==> src/rtl/game_pkg.sv <==
// Shared types and constants for the number-guessing game blocks.
// Level limits here are the defaults used by the generator, checker and display.
package game_pkg;

    localparam int NUM_W                 = 10;
    localparam int LEVEL_W               = 4;
    localparam int BCD_DIGITS            = 3;
    localparam int BCD_W                 = 4 * BCD_DIGITS;
    localparam int MAX_LEVEL_DEF         = 10;
    localparam int SIGNED_FROM_LEVEL_DEF = 7;

    typedef enum logic [2:0] {
        ST_IDLE,
        ST_REQ,
        ST_SETTLE,
        ST_CONV,
        ST_WAIT,
        ST_RESULT
    } state_e;

    // Double-dabble correction: any digit that will reach 10+ after the shift gets +3 first.
    function automatic logic [BCD_W-1:0] dabble_adj(input logic [BCD_W-1:0] b);
        logic [BCD_W-1:0] r;
        r = b;
        for (int i = 0; i < BCD_DIGITS; i++) begin
            if (b[4*i +: 4] >= 4'd5) begin
                r[4*i +: 4] = b[4*i +: 4] + 4'd3;
            end
        end
        return r;
    endfunction

endpackage

==> src/rtl/bin2bcd_seq.sv <==
// Iterative double-dabble: one bit per clock, first bit folded into the start cycle,
// so the three digits are ready with a one-cycle done pulse 10 clocks after start.
module bin2bcd_seq
    import game_pkg::*;
(
    input  logic             clk,
    input  logic             reset,
    input  logic             start,
    input  logic [NUM_W-1:0] mag,
    output logic             busy,
    output logic             done,
    output logic [3:0]       bcd_h,
    output logic [3:0]       bcd_t,
    output logic [3:0]       bcd_o
);

    logic [BCD_W-1:0]       bcd_q, bcd_d;
    logic [NUM_W-1:0]       sh_q, sh_d;
    logic [3:0]             cnt_q, cnt_d;
    logic                   busy_q, busy_d;
    logic                   done_q, done_d;
    logic [BCD_W+NUM_W-1:0] step_in, step_out;

    always_comb begin
        bcd_d   = bcd_q;
        sh_d    = sh_q;
        cnt_d   = cnt_q;
        busy_d  = busy_q;
        done_d  = 1'b0;
        step_in = {bcd_q, sh_q};
        if (start && !busy_q) begin
            step_in = {{BCD_W{1'b0}}, mag};
        end
        step_out = {dabble_adj(step_in[BCD_W+NUM_W-1:NUM_W]), step_in[NUM_W-1:0]} << 1;

        if (start && !busy_q) begin
            {bcd_d, sh_d} = step_out;
            cnt_d         = 4'd1;
            busy_d        = 1'b1;
        end else if (busy_q) begin
            {bcd_d, sh_d} = step_out;
            cnt_d         = cnt_q + 4'd1;
            if (cnt_q == 4'(NUM_W - 1)) begin
                busy_d = 1'b0;
                done_d = 1'b1;
            end
        end
    end

    always_ff @(posedge clk or posedge reset) begin
        if (reset) begin
            bcd_q  <= '0;
            sh_q   <= '0;
            cnt_q  <= '0;
            busy_q <= 1'b0;
            done_q <= 1'b0;
        end else begin
            bcd_q  <= bcd_d;
            sh_q   <= sh_d;
            cnt_q  <= cnt_d;
            busy_q <= busy_d;
            done_q <= done_d;
        end
    end

    assign busy  = busy_q;
    assign done  = done_q;
    assign bcd_h = bcd_q[11:8];
    assign bcd_t = bcd_q[7:4];
    assign bcd_o = bcd_q[3:0];

endmodule

==> config.mk <==
export PLATFORM = sky130hd
export DESIGN_NAME = bin2bcd_seq
export DESIGN_NICKNAME = d
export VERILOG_FILES = /design/src/rtl/game_pkg.sv /design/src/rtl/bin2bcd_seq.sv
export SDC_FILE = /design/constraint.sdc
export NUM_CORES = 1
export LEC_CHECK = 0
export ABC_AREA = 0
export ABC_CLOCK_PERIOD_IN_PS = 4850
export BUFFER_PORTS_ARGS = -buffer_cell sky130_fd_sc_hd__buf_2
export CAP_MARGIN = 10
export CORE_MARGIN = 2
export CORE_UTILIZATION = 40
export CTS_BUF_LIST = sky130_fd_sc_hd__clkbuf_8
export CTS_CLUSTER_DIAMETER = 80
export DETAILED_ROUTE_END_ITERATION = 7
export GPL_TIMING_DRIVEN = 1
export SETUP_SLACK_MARGIN = 0.1
export SLEW_MARGIN = 10
export SYNTH_ARGS = -nofsm -noshare
export SYNTH_HDL_FRONTEND = slang
export SYNTH_SLANG_ARGS = --single-unit
==> constraint.sdc <==
create_clock -name clk -period 4.85 [get_ports clk]
set_input_delay 0.485 -clock clk [delete_from_list [all_inputs] [get_ports clk]]
set_output_delay 0.485 -clock clk [all_outputs]
set_load 0.02 [all_outputs]
==> flow_summary_export.csv <==
group,metric,value,unit
status,status,"completed",
global_routing,grt_use_total,0.1693,
clock_tree,cts_hold_buf,0,
setup_path,worstSetupPathType,"flop to flop",
setup_path,crit_arrival,2.37,ns
power,p_leak,0.7993,nW
route,wire_per_inst,13.71,um
layout,final_core_util,0.4663,
yosys,yosys_warnings,0,
min_path,hp-class,"input pin to asynchronous set/reset pin",
power,p_int,0.0006115,W
yosys,yosysTopAreaCell,"dfrtp_1",
route,drtPass1Iterations,4,
sta,fin_skew,0.003568,ns
sta,slew_violations,0,
yosys,synth_edf_count,0,
route,via_per_inst,5.482,
power,switchingPower,0.0004976,W
yosys,async_reset_ff_frac,1.000,
die,io_pins,27,
yosys,ys_types,38,
yosys,syn_inst,156,
power,pwr-share-comb,0.488,
clock_tree,cts_resized,0,
setup_path,cpMaxStageDelayCell,"or4_1",
power,clockPowerShare,0.119,
clock_tree,cts.path.max_buffers,2,
sta,setup_tns,0,ns
die,die_area,4183,um^2
clock_tree,cts.sinks,27,
clock_tree,path_clk_slew,0.09,ns
yosys,synth_top_flop_cell,"dfrtp_1",
route,drc,0,
clock_tree,numCtsBuffers,3,
sta,post-route-period-util,0.4430,
sta,setup-violations-final,0,
clock_tree,cts_tree,"built",
sta,max_freq,465.4,MHz
yosys,synth_top_cell_area_share,0.4588,
layout,antennaDiodeCount,0,
die,die_h,64.68,um
power,swShare,0.4486,
setup_path,cp_max_fo,41,
setup_path,max_stage_delay,0.40,ns
setup_path,cp-end-kind,"flop",
global_routing,grt_max_degree,42,
route,drtAntennaViolNets,0,
job,maxCapViolations,0,
route,wl,3.125,mm
yosys,synth_commonest_cells,"27 x dfrtp_1, 24 x nand2_1, 19 x o21ai_0, 11 x mux2i_1",
power,powerDensity,659.5,nW/um^2
yosys,synth.avg_cell_area,9.440,um^2
route,vias,1250,
yosys,yosysSeqAreaShare,0.4588,
global_routing,grt_pass1_wl,5.540,mm
placed_design,gp_congestion,0.8786,
power,peakVddDrop,0.1792,mV
yosys,yosys_register_bits,27,
global_routing,grt-ovfl-total,0,
power,p_seq_frac,0.393,
sta,hold_violations,0,
setup_path,crit_chain,"buf_4 -> inv_2 -> nand2_1 -> nand2_1 -> ha_1 -> nor2b_1 -> or4_1 -> nand3_1",
clock_tree,htree_levels,1,
global_routing,antenna_found_initial,0,
layout,final_nets,200,
clock_tree,post_cts_buffers,0,
sta,slew_headroom,0.2922,
route,dr.first_iter.drc_count,130,
yosys,synth_nets,175,
die,die_x,64.68,um
yosys,yosysMostFrequentCell,"dfrtp_1",
layout,syn_to_final_growth,14.19,%
yosys,synth.area.top_cells,"dfrtp_1 46%, mux2i_1 7.5%, o21ai_0 6.5%",
placed_design,io_buffers,26,
setup_path,crit_path_start_kind,"flop",
yosys,synth_area,1473,um^2
layout,drive_above_1_share,0.2000,
placed_design,hpwl,2.096,mm
sta,tightest_slew,1.061,ns
sta,rsz0062_at_grt,"no",
clock_tree,ctsRootBufferMaster,"clkbuf_8",
die,initial_utilization,0.4084,
sta,min_period,2.149,ns
clock_tree,insertion_delay,0.28,ns
setup_path,critPathRequiredTime,5.07,ns
die,coreArea,3606,um^2
die,rows,22,
global_routing,grt_pass1_vias,1210,
setup_path,cpMostUsedCell,"nand2_1",
## per-layer routing
metal	global-route usage	vias up	wire [um]
li1	-	603	-
met1	0.2262	606	1490
met2	0.2734	36	1435
met3	0.02951	5	149
met4	0.06649	0	48
met5	0	-	0
## power groups by stage
stage          sequential, W  clock, W  combinational, W
6_report            0.000436  0.000132          0.000542
5_1_grt             0.000455  0.000148          0.000616
4_1_cts             0.000436  0.000135          0.000547
3_5_place_dp        0.000440         0          0.000543
3_3_place_gp        0.000433         0          0.000531
2_1_floorplan       0.000476         0          0.000357
## state kept, by name, indices dropped and copies added, names as in the netlist
register,cells
bcd_q,12
busy,1
cnt_q,4
done,1
sh_q,9
## critical path, delay by kind of cell (launching register included)
kind | cells | cell delay [ns]
AND/OR/NAND/NOR | 5 | 0.98
buffers and inverters | 2 | 0.54
flip-flops | 1 | 0.33
adder cells (fa/ha/maj) | 1 | 0.23
## cells in the final DEF, fill, tap and decap left out, drive strengths merged, types with 2 or more instances in the layout
cell type,n
nand2,24
a211o,2
nor2,6
o2111ai,2
ha,6
inv,8
a21oi,8
o21ai,19
nor3,2
mux2i,11
nand2b,2
nor2b,4
o311ai,3
buf,27
clkbuf,3
nand3,8
dfrtp,27
## path summary, 6_finish.rpt
kind / to / start / slack [ns] / cells after the start
min reg2reg: cnt_q[3] / cnt_q[3] / 0.48 / 1
max in group asynchronous: sh_q[4] / reset / 3.76 / 2
max reg2reg: bcd_q[9] / busy / 2.70 / 8
max: bcd_q[9] / busy / 2.70 / 8
min: sh_q[3] / reset / 0.45 / 2
min in group clk: sh_q[1] / mag[0] / 0.45 / 3
## final cells by class
type	count	area [um^2]
fillers	364	1924
well taps	48	60.06
multi-input cells	114	732.0
clock inverters	1	5.005
repair buffers	27	137.6
flip-flops and latches	27	675.6
inverters	8	30.03
clock buffers	3	41.29
## metrics by stage
| stage | hold WS [ns] | setup slack, ns | std cells | cell area, um^2 | power, W |
|---|---|---|---|---|---|
| floorplan | 0.4440 | 3.078 | 156 | 1473 | 0.0008320 |
| global placement | 0.4583 | 2.730 | 224 | 1635 | 0.0009640 |
| detailed placement | 0.4682 | 2.677 | 224 | 1635 | 0.0009832 |
| CTS | 0.4562 | 2.693 | 228 | 1682 | 0.001118 |
| global route | 0.4843 | 2.454 | 228 | 1682 | 0.001219 |
| finish | 0.4524 | 2.701 | 228 | 1682 | 0.001109 |
## logic make-up after synthesis
family,Yosys count,share of synthesized area
buffers and inverters,15,0.04419
muxes,11,0.07477
DFF,27,0.4588
and+or+nand+nor,54,0.1844
xor gates and xnor gates,1,0.005948
AOI/OAI and AO/OA,42,0.1810
adders and majority gates,6,0.05098
Power figures use the tool's default switching activity.
